$ cat src/rtl/ssd4_bcd_formatter_pkg.sv
// Shared constants, state encoding and display packing for the 4-digit BCD formatter.
package ssd4_bcd_formatter_pkg;

  localparam int NUM_DIGITS    = 4;
  localparam int NIB_W         = 4;
  localparam int DIGIT_W       = 5;
  localparam int NIB_OFS       = 0;
  localparam int DP_OFS        = 4;
  localparam int BCD_W         = NUM_DIGITS * NIB_W;
  localparam int DISP_W        = NUM_DIGITS * DIGIT_W;
  localparam int MAX_VALUE_DEF = 9999;

  typedef enum logic {
    ST_IDLE  = 1'b0,
    ST_SHIFT = 1'b1
  } state_t;

  // Digit i occupies a 5-bit field: nibble in the low four bits, point above it.
  function automatic logic [DISP_W-1:0] pack_display(input logic [BCD_W-1:0]      bcd,
                                                     input logic [NUM_DIGITS-1:0] dp);
    logic [DISP_W-1:0] w;
    w = '0;
    for (int i = 0; i < NUM_DIGITS; i++) begin
      w[i*DIGIT_W+NIB_OFS +: NIB_W] = bcd[i*NIB_W +: NIB_W];
      w[i*DIGIT_W+DP_OFS]           = dp[i];
    end
    return w;
  endfunction

endpackage

$ cat src/rtl/ssd4_bcd_formatter_bcd_add3_stage.sv
// Double-dabble correction: every BCD nibble of 5 or more gets +3 before the shift.
module bcd_add3_stage
  import ssd4_bcd_formatter_pkg::*;
(
  input  logic [BCD_W-1:0] bcd_in,
  output logic [BCD_W-1:0] bcd_out
);

  for (genvar d = 0; d < NUM_DIGITS; d++) begin : g_digit
    logic [NIB_W-1:0] nib;
    assign nib = bcd_in[d*NIB_W +: NIB_W];
    assign bcd_out[d*NIB_W +: NIB_W] = (nib >= 4'd5) ? nib + 4'd3 : nib;
  end

endmodule

$ cat src/rtl/ssd4_bcd_formatter.sv
// Sequential binary-to-BCD formatter feeding the 4-digit seven-segment scan driver.
//   state    | meaning
//   ST_IDLE  | waiting for START; OUTPUT holds the last result
//   ST_SHIFT | shift-add-3 engine running, one binary bit per clock
module ssd4_bcd_formatter
  import ssd4_bcd_formatter_pkg::*;
#(
  parameter int BIN_WIDTH = 14,
  parameter int MAX_VALUE = MAX_VALUE_DEF
) (
  input  logic                 CLK,
  input  logic                 RST,
  input  logic                 START,
  input  logic [BIN_WIDTH-1:0] IN_VALUE,
  input  logic [3:0]           DP_MASK,
  output logic                 BUSY,
  output logic                 DONE,
  output logic                 OVERFLOW,
  output logic [19:0]          OUTPUT
);

  if (BIN_WIDTH < 4 || BIN_WIDTH > 14) begin : g_bad_width
    $error("ssd4_bcd_formatter: BIN_WIDTH must be in 4..14");
  end
  if (MAX_VALUE > 9999 || MAX_VALUE > (1 << BIN_WIDTH) - 1) begin : g_bad_max
    $error("ssd4_bcd_formatter: MAX_VALUE exceeds 9999 or 2^BIN_WIDTH-1");
  end

  localparam int                   CNT_W   = $clog2(BIN_WIDTH);
  localparam logic [BIN_WIDTH-1:0] MAX_BIN = BIN_WIDTH'(MAX_VALUE);

  state_t                  state, state_nxt;
  logic [CNT_W-1:0]        cnt, cnt_nxt;
  logic [BIN_WIDTH-1:0]    bin_sr, bin_nxt;
  logic [BCD_W-1:0]        bcd, bcd_nxt, bcd_corr, bcd_shifted;
  logic [NUM_DIGITS-1:0]   dp_r, dp_nxt;
  logic [DISP_W-1:0]       out_r, out_nxt;
  logic                    ovf_r, ovf_nxt;
  logic                    done_r, done_nxt;

  bcd_add3_stage u_add3 (
    .bcd_in  (bcd),
    .bcd_out (bcd_corr)
  );

  always_ff @(posedge CLK) begin
    if (RST) begin
      state  <= ST_IDLE;
      cnt    <= '0;
      bin_sr <= '0;
      bcd    <= '0;
      dp_r   <= '0;
      out_r  <= '0;
      ovf_r  <= 1'b0;
      done_r <= 1'b0;
    end else begin
      state  <= state_nxt;
      cnt    <= cnt_nxt;
      bin_sr <= bin_nxt;
      bcd    <= bcd_nxt;
      dp_r   <= dp_nxt;
      out_r  <= out_nxt;
      ovf_r  <= ovf_nxt;
      done_r <= done_nxt;
    end
  end

  always_comb begin
    state_nxt   = state;
    cnt_nxt     = cnt;
    bin_nxt     = bin_sr;
    bcd_nxt     = bcd;
    dp_nxt      = dp_r;
    out_nxt     = out_r;
    ovf_nxt     = ovf_r;
    done_nxt    = 1'b0;
    bcd_shifted = {bcd_corr[BCD_W-2:0], bin_sr[BIN_WIDTH-1]};

    case (state)
      ST_IDLE: begin
        if (START) begin
          state_nxt = ST_SHIFT;
          cnt_nxt   = CNT_W'(BIN_WIDTH - 1);
          bin_nxt   = (IN_VALUE > MAX_BIN) ? MAX_BIN : IN_VALUE;
          bcd_nxt   = '0;
          dp_nxt    = DP_MASK;
          ovf_nxt   = (IN_VALUE > MAX_BIN);
        end
      end
      ST_SHIFT: begin
        bcd_nxt = bcd_shifted;
        bin_nxt = {bin_sr[BIN_WIDTH-2:0], 1'b0};
        cnt_nxt = cnt - CNT_W'(1);
        // The display word is taken from the post-shift value so it lands with DONE.
        if (cnt == '0) begin
          state_nxt = ST_IDLE;
          cnt_nxt   = '0;
          out_nxt   = pack_display(bcd_shifted, dp_r);
          done_nxt  = 1'b1;
        end
      end
    endcase
  end

  assign BUSY     = (state == ST_SHIFT);
  assign DONE     = done_r;
  assign OVERFLOW = ovf_r;
  assign OUTPUT   = out_r;

endmodule

$ cat config.mk
export PLATFORM = sky130hd
export DESIGN_NAME = ssd4_bcd_formatter
export DESIGN_NICKNAME = d
export VERILOG_FILES = /design/src/rtl/ssd4_bcd_formatter_pkg.sv /design/src/rtl/ssd4_bcd_formatter_bcd_add3_stage.sv /design/src/rtl/ssd4_bcd_formatter.sv
export SDC_FILE = /design/constraint.sdc
export NUM_CORES = 1
export LEC_CHECK = 0
export ABC_AREA = 1
export CAP_MARGIN = 20
export CELL_PAD_IN_SITES_DETAIL_PLACEMENT = 0
export CELL_PAD_IN_SITES_GLOBAL_PLACEMENT = 1
export CORE_MARGIN = 3
export CORE_UTILIZATION = 38
export CTS_BUF_LIST = sky130_fd_sc_hd__clkbuf_16
export CTS_CLUSTER_DIAMETER = 30
export DETAILED_ROUTE_END_ITERATION = 10
export PLACE_DENSITY = 0.78
export RECOVER_POWER = 100
export SYNTH_ARGS = -nofsm -noshare
export SYNTH_HDL_FRONTEND = slang
export SYNTH_SLANG_ARGS = --single-unit
$ cat constraint.sdc
create_clock -name CLK -period 1.49 [get_ports CLK]
set_clock_uncertainty 0.05 [all_clocks]
set_input_delay 0.149 -clock CLK [delete_from_list [all_inputs] [get_ports CLK]]
set_output_delay 0.149 -clock CLK [all_outputs]
set_load 0.03 [all_outputs]
-- After elaboration in Yosys (flattened, before gate mapping)
Cells that the tools add are included.
W data, S select, Z words.
- latch bits: 0
- logic and storage cells: 40
- memories kept: 0
- output and inout port bits: 23
- register bits: 61
- memory bits (read-only): 0
- bits of input ports: 21
- RAM bits: 0
- multiplexer cells: 16
- eq/ne operators: 1
- reduce and logical (&&, ||, !) cells: 4
- add/sub/neg operators: 5
- multiply operators: 0
- bitwise gates (word level): 1
- order comparisons: 5
- div/mod/pow operators: 0
- shift operators: 0
- operator list (cell ; count):
    $pmux W16 S2 ; 1
    $mux W14 ; 2
    $pmux W14 S2 ; 1
    $mux W4 ; 5
    $ge A4 B3 Y1 const B ; 4
    $mux W16 ; 1
    $gt A14 B14 Y1 const B ; 1
    $add A4 B2 Y4 const B ; 3
    $pmux W4 S2 ; 1
    $logic_not A4 Y1 ; 1
    $reduce_and A2 Y1 ; 2
    $sub A4 B1 Y4 const B ; 1
    $add A3 B2 Y3 const B ; 1
    $mux W1 ; 3
    $mux W3 ; 1
    $ne A2 B2 Y1 const B ; 1
    $pmux W1 S2 ; 1
    $reduce_or A2 Y1 ; 1
    $not A1 Y1 ; 1

-- Depth between registers and ports, before layout
Gate-level depths: netlist of run 1.
- depth in word-level cells: 4
- depth in mapped cells: 10
- mapped depth without buffers: 10

-- By module
A second synthesis of run 1 with hierarchy kept.
- cell total of the unflattened synthesis: 397
- area total of the unflattened synthesis: 2935.3 sq um
- modules (own cells, without submodules) (module ; times used ; cells each ; area an instance (sq um) ; seq. area each (sq um)):
    ssd4_bcd_formatter ; 1 ; 309 ; 2444.8 ; 1221.2
    bcd_add3_stage ; 1 ; 88 ; 490.5 ; 0.0

-- Least setup slack after synthesis of run 1
No wires, ideal clock.
- path kind: reg-to-reg
- from: register state, in the netlist BUSY
- to: register out_r[14], in the netlist OUTPUT[14]
- data required time: 1.324 ns
- path buffers: 1
- setup time: 0.116 ns
- setup slack: 0.098 ns
- period minus slack after synthesis: 1.392 ns
- cell stages (with the launch flop): 7
- arrival time: 1.226 ns
- cell sequence: dfxtp_1 -> inv_2 -> nor2_2 -> inv_2 -> buf_2 -> nor2_1 -> nor2_1
- cells in the longest elaborated chain, start to end: 1
- RTL lines (item ; RTL line ; text):
    start: declaration ; ssd4_bcd_formatter.sv:32 ; state_t state, state_nxt;
    start signal: assignment ; ssd4_bcd_formatter.sv:57 ; state <= state_nxt;
    $reduce_and A2 Y1 (no source line) ; - ;
    end signal: assignment ; ssd4_bcd_formatter.sv:62 ; out_r <= out_nxt;
    end: declaration ; ssd4_bcd_formatter.sv:37 ; logic [DISP_W-1:0] out_r, out_nxt;
No other way between the ends.
A chain may end at the register's enable or synchronous reset.

-- Worst setup path after layout of run 1
- from: register cnt[1]
- to: register out_r[11], in the netlist OUTPUT[11]
- cells in the longest elaborated chain, start to end: 2
- RTL lines (item ; RTL line ; text):
    start: declaration ; ssd4_bcd_formatter.sv:33 ; logic [CNT_W-1:0] cnt, cnt_nxt;
    start signal: assignment ; ssd4_bcd_formatter.sv:58 ; cnt <= cnt_nxt;
    $logic_not A4 Y1 ; ssd4_bcd_formatter.sv:95 ; if (cnt == '0) begin
    $reduce_and A2 Y1 (no source line) ; - ;
No other way between the ends.

==> results of run 1 <==
cells by family (layout without fill, tap and decap cells):
| family | count (synthesis) | in the layout | synth area share (%) |
|---|---|---|---|
| compound gates | 78 | 78 | 14.93 |
| xor+xnor | 1 | 1 | 0.3149 |
| fa+ha+maj | 9 | 9 | 4.049 |
| buf+inv | 59 | 126 | 8.592 |
| flops | 61 | 61 | 43.90 |
| mux | 2 | 2 | 0.7198 |
| simple gates | 183 | 183 | 27.49 |
worst min-delay path by stage:
stage,startpoint,cells past startpoint,slack (ps),to
floorplan,DP_MASK[0],2,260,dp_r[0]$_SDFFE_PP0P_
global placement,dp_r[3]$_SDFFE_PP0P_,2,390,dp_r[3]$_SDFFE_PP0P_
detailed placement,dp_r[3]$_SDFFE_PP0P_,2,400,dp_r[3]$_SDFFE_PP0P_
CTS,DP_MASK[0],3,400,dp_r[0]$_SDFFE_PP0P_
global route,dp_r[3]$_SDFFE_PP0P_,2,430,dp_r[3]$_SDFFE_PP0P_
finish,dp_r[3]$_SDFFE_PP0P_,2,400,dp_r[3]$_SDFFE_PP0P_
cell usage after synthesis, drive strengths merged:
master / number / area [sq um]
a211oi: 1 / 7.510
a21o: 1 / 7.510
a21oi: 39 / 195.2
a22oi: 4 / 30.03
a31oi: 2 / 12.51
buf: 12 / 62.56
clkbuf: 3 / 11.26
clkinv: 1 / 3.750
dfxtp: 61 / 1221
ha: 9 / 112.6
inv: 43 / 161.4
mux2i: 2 / 20.02
nand2: 109 / 411.7
nand3: 40 / 200.2
nand4: 8 / 50.05
nor2: 26 / 102.6
o21a: 3 / 22.52
o21ai: 28 / 140.1
xor2: 1 / 8.760
layout make-up:
cell class,count,area (sq um)
Timing Repair Buffer,67,619.3
Sequential cell,61,1222
Clock buffer,9,225.2
Clock inverter,6,55.05
Inverter,44,167.7
Multi-Input combinational cell,273,1346
Fill cell,727,3188
Tap cell,96,120.1
layout by cell type (no fill, tap or decap), drive strengths merged, types with 4 or more instances in the layout:
cell	n
nand2	109
dfxtp	61
inv	43
nand3	40
a21oi	39
o21ai	28
nor2	26
dlygate4sd2	21
buf	21
clkdlybuf4s50	20
clkbuf	14
ha	9
nand4	8
clkinv	5
a22oi	4
flip-flops by register name, summed over array words and instances, names as in the netlist:
| name | flops |
|---|---|
| OUTPUT | 20 |
| bin_sr | 14 |
| DONE | 1 |
| dp_r | 4 |
| cnt | 4 |
| OVERFLOW | 1 |
| bcd | 16 |
| BUSY | 1 |
metal layers:
metal	vias up	track usage, %	part of all wire [%]
li1	1409	-	-
met1	1236	20.92	48
met2	53	27.75	46
met3	16	3.148	4.1
met4	0	8.668	2.2
met5	-	0	0
through the flow:
stage	cells	setup WS [ps]
after global placement	541	9.470
after floorplan	393	97.98
final	556	104.5
after CTS	556	1.965
after global routing	556	-13.82
after detailed placement	541	-36.83
critical path, cell delays in order (launching register included):
cell and delay (ps):
dfxtp_1 350, inv_1 50, ha_2 160, nand2_1 70, nor2_2 50, buf_4 140
buf_4 150, o21a_1 160, nand2_1 50, inv_1 30
what timing repair did:
action,in CTS,in global routing
pin swaps,0,1
endpoints found under the hold margin,0,0
setup endpoints to repair,21,27
gates resized for setup,21,14
gates cloned,0,0
power by group:
part	leakage, nW	internal [mW]	switching [mW]
clock network	0.136	1.26	0.699
registers	0.497	1.71	0.0380
logic	1.07	0.236	0.315
total	1.70	3.21	1.05
==> summary.md, run 1 <==
| Metric | Value |
|---|---|
| Final hold vios | 0 |
| DRC Markers | 0 |
| Largest net degree at the start of global routing | 34 |
| Post-Syn Area | 0.002781 sq mm |
| Outcome | completed |
| Total CTS buffers | 9 |
| FF-to-FF End | OUTPUT[11]$_SDFFE_PP0P_ |
| Gr ovfl total | 0 |
| Critical path class | register to register |
| #FFs+latches synth | 61 |
| Ratio of cells with drive above 1 in the final layout | 10.43% |
| Placer Congestion | 0.8543 |
| Post-CTS Repair Setup Buffers | 0 |
| Area grow syn2layout | 35.04% |
| Period utilisation layout | 92.99% |
| Total power draw | 4.260 mW |
| Drt first-iter violations | 93 |
| Crit path launch | cnt[1]$_SDFFE_PP0P_ |
| Final HPWL DP | 4745 um |
| CTS Buffer Depth | 2 |
| Clk slew on worst S/H paths | 50 ps |
| Max VDD drop | 0.0005882 V |
| Pleak | 1.705 nW |
| Library cells used by synthesis | 24 |
| Nets | 486 |
| Slew Limit Fails | 0 |
| Rows | 30 |
| HP Class | register to register |
| Data arrival, critical path | 1560 ps |
| CTS tree | built |
| Number of global-route vias before repair | 2521 |
| Setup slack, reg-to-reg | 100 ps |
| Routed len/inst | 11.92 um |
| Pwr per Cell Area | 1134 mW/mm^2 |
| Routed Antenna Nets | 0 |
| Post-layout util | 54.09% |
| I/O pins | 44 |
| Core area | 0.006944 sq mm |
| PortBufs | 43 |
| Post-DP Area | 0.003486 sq mm |
| Hold Slack | 401.6 ps |
| Setup_tns | 0 ps |
| Crit-path max FO | 7 |
| Vias/cell | 4.881 |
| Max cap viols | 0 |
| RR Startpoint | cnt[1]$_SDFFE_PP0P_ |
| Crit start category | register |
| Slew @ Worst Pin | 377.3 ps |
| Die Wd | 91.56 um |
| CP required | 1660 ps |
| Endpoints failing setup | 0 |
| Worst Setup End Kind | register |
| Cts hold-fix bufs | 0 |
| Tot GR Track Use | 16.88% |
| Die Span Y | 91.56 um |
| First-pass GRT wire length | 11390 um |
| Initial DRT Pass Iterations | 6 |
| Crit path to | OUTPUT[11]$_SDFFE_PP0P_ |
| Final non-filler cell area | 0.003756 sq mm |
| Post-Route WL | 6630 um |
| Clock tree sinks | 61 |
| Ant. Diodes | 0 |
| Clock root buffer | clkbuf_16 |
| Rel. slew slack | 74.85% |
| Max frequency | 0.7218 GHz |
| Skew-Pair Late Insertion Delay | 320 ps |
| Tmin final | 1386 ps |
| Syn Inst Count | 393 |
| R2R cell count | 9 |
| Register area share after synthesis | 43.90% |
| Yosys Warn Count | 0 |
| DR vias | 2714 |
| Net Count, Synth | 423 |
| Post-synthesis area per instance | 7.077 sq um |
| Die Area | 0.008382 sq mm |
| Initial antenna violation count | 0 |
| CTS H-Tree Depth | 3 |
| Initial Util | 40.05% |
Power figures use the tool's default switching activity.
==> run 2: changes to the inputs <==
Settings changed: CORE_MARGIN 3 to not set, CORE_UTILIZATION 38 to 34, PLACE_DENSITY 0.78 to 0.74.
Clock period 1.49 ns to 1.2 ns, I/O delays scaled along.
==> run 2 against run 1 <==
Compared with the run above: the run now ends with negative setup slack left; cell count rose by 6.5%; hold slack worse by 77 ps; design area increased by 18%; combinational power up 46%; die area rose by 2.0%; sequential cell count unchanged; total power grew 33%; maximum frequency up 8.1%; clock power rose by 37%; routed wire length rose by 13%; sequential share of layout area decreased by 4.6 points; largest cell class unchanged; critical path type unchanged.
==> summary.md, run 2 (same netlist as run 1, synthesis figures left out) <==
| Metric | Value |
|---|---|
| Failing checks | negative setup slack |
| RSZ-0062 raised after global routing | yes |
| Critical path class | register to register |
| Fill cell count | 737 (+1.4%) |
| CP required | 1400 ps (-260 ps) |
| Max VDD drop | 0.0009874 V (+68%) |
| Gr ovfl total | 0 (unchanged) |
| Pleak | 2.037 nW (+20%) |
| DRC Markers | 0 (unchanged) |
| I/O pins | 44 (unchanged) |
| Post-Place Worst Slack | -257.5 ps (-220.6 ps) |
| Die Area | 0.008546 sq mm (+2.0%) |
| Final HPWL DP | 4783 um (+0.80%) |
| Nets | 515 (+6.0%) |
| Skew-Pair Late Insertion Delay | 320 ps (about the same) |
| Vias/cell | 4.787 (-1.9%) |
| Initial DRT Pass Iterations | 6 (unchanged) |
| Clk slew on worst S/H paths | 50 ps (about the same) |
| First-pass GRT wire length | 11970 um (+5.1%) |
| Rows | 32 (+6.7%) |
| Tot GR Track Use | 17.66% (+0.78 points) |
| Data arrival, critical path | 1480 ps (-80 ps) |
| PortBufs | 43 (unchanged) |
| Total CTS buffers | 9 (unchanged) |
| Routed Antenna Nets | 0 (unchanged) |
| Worst setup margin | -81.48 ps (-186.0 ps) |
| Ratio of cells with drive above 1 in the final layout | 38.98% (+29 points) |
| Outcome | finished with violations |
| Worst Setup End Kind | register |
| Final hold vios | 0 (unchanged) |
| DR vias | 2834 (+4.4%) |
| Tmin final | 1281 ps (-104.0 ps) |
| CTS H-Tree Depth | 3 (unchanged) |
| Post-DP Area | 0.003626 sq mm (+4.0%) |
| Die Span Y | 92.45 um (+0.97%) |
| Clock root buffer | clkbuf_16 |
| Area grow syn2layout | 59.29% |
| Routed len/inst | 12.71 um (+6.6%) |
| Initial antenna violation count | 0 (unchanged) |
| Final non-filler cell area | 0.004431 sq mm (+18%) |
| Clock tree sinks | 61 (unchanged) |
| Die Wd | 92.45 um (+0.97%) |
| Drt first-iter violations | 112 (+20%) |
| Period utilisation layout | 106.8% (+14 points) |
| Placer Congestion | 0.7544 (-12%) |
| CTS tree | built |
| Total power draw | 5.663 mW (+33%) |
| Most common cell after layout, fill and taps aside | nand2_1 |
| Most frequent cells in the layout | nand2_1 (80), dfxtp_1 (50), buf_4 (42) |
| Slew @ Worst Pin | 447.2 ps (+69.95 ps) |
| Pwr per Cell Area | 1278 mW/mm^2 (+13%) |
| Rel. slew slack | 70.18% (-4.7 points) |
| Core area | 0.007807 sq mm (+12%) |
| Post-Route WL | 7523 um (+13%) |
| Crit start category | register |
| Endpoints failing setup | 25 (+25) |
| Max cap viols | 0 (unchanged) |
| HP Class | input port to register |
| Max reg flops | 20 (unchanged) |
| Slew Limit Fails | 0 (unchanged) |
| Largest net degree at the start of global routing | 34 (unchanged) |
| Initial Util | 35.63% (-4.4 points) |
| Number of global-route vias before repair | 2654 (+5.3%) |
| Max frequency | 0.7803 GHz (+8.1%) |
| Ant. Diodes | 0 (unchanged) |
| CTS Buffer Depth | 2 (unchanged) |
| Crit-path max FO | 6 (-1) |
-- run 2: cell types whose count changed in the layout (fill, tap and decap cells not counted), moves of 11 or more --
| cell | before | now |
|---|---|---|
| inv_1 | 40 | 27 |
| nand2_1 | 107 | 80 |
| a21oi_2 | 0 | 12 |
| clkbuf_2 | 1 | 15 |
| nand2_2 | 1 | 15 |
| a21oi_1 | 39 | 27 |
| dlygate4sd2_1 | 21 | 0 |
| nand2_4 | 1 | 14 |
| buf_4 | 16 | 42 |
| nand3_1 | 37 | 26 |
-- run 2: per-layer routing --
| metal | share of wire, % | vias to the layer above | GRT usage [%] |
|---|---|---|---|
| li1 | - | 1473 | - |
| met1 | 45 | 1309 | 21.27 |
| met2 | 51 | 44 | 30.68 |
| met3 | 3.5 | 8 | 4.926 |
| met4 | 0.86 | 0 | 4.688 |
| met5 | 0 | - | 0 |
-- run 2: final timing paths --
check / cells past startpoint / end / slack [ps] / start
min reg2reg: 2 / dp_r[3]$_SDFFE_PP0P_ / 410 / dp_r[3]$_SDFFE_PP0P_
min: 4 / dp_r[3]$_SDFFE_PP0P_ / 320 / START
max reg2reg: 7 / OUTPUT[2]$_SDFFE_PP0P_ / -80 / cnt[1]$_SDFFE_PP0P_
max: 7 / OUTPUT[2]$_SDFFE_PP0P_ / -80 / cnt[1]$_SDFFE_PP0P_
-- run 2: what timing repair did --
action,CTS,global route
resized for setup,75,98
endpoints found under the setup margin,56,60
hold buffers,0,0
gates cloned,0,1
pin swaps,11,39
buffers inserted,0,7
-- run 2: report_power, final --
part           switching (mW)  total, mW  internal [mW]
clock                   0.893       2.68           1.79
combinational           0.443      0.806          0.363
sequential             0.0556       2.18           2.12
total                    1.39       5.66           4.27
-- run 2: area by class of cell --
type | instances | area [sq um] | area share, %
Clock buffer | 9 | 225.2 | 5.083
Timing Repair Buffer | 96 | 835.8 | 18.86
Multi-Input combinational cell | 273 | 1735 | 39.17
Clock inverter | 7 | 81.33 | 1.836
Tap cell | 102 | 127.6 | 2.881
Sequential cell | 61 | 1237 | 27.93
Inverter | 44 | 187.7 | 4.236
-- run 2: per-stage QoR --
step / hold WS (ps) / setup TNS (ps) / utilization [%] / cells
global placement: 393.5 / -8159 / 46.44 / 568
floorplan: 234.7 / -13.78 / - / 393
global route: 354.6 / -3040 / 56.75 / 592
CTS: 365.1 / -769.0 / 51.91 / 584
detailed placement: 396.6 / -9117 / 46.44 / 568
finish: 324.4 / -1126 / 56.75 / 592
-- run 2: critical path, stage by stage, from the launching register on --
cell and delay [ps]:
dfxtp_2 320, inv_2 60, ha_4 130, nand2_2 70, nor2_4 210, nand2_4 110, buf_6 150, o21ai_1 120
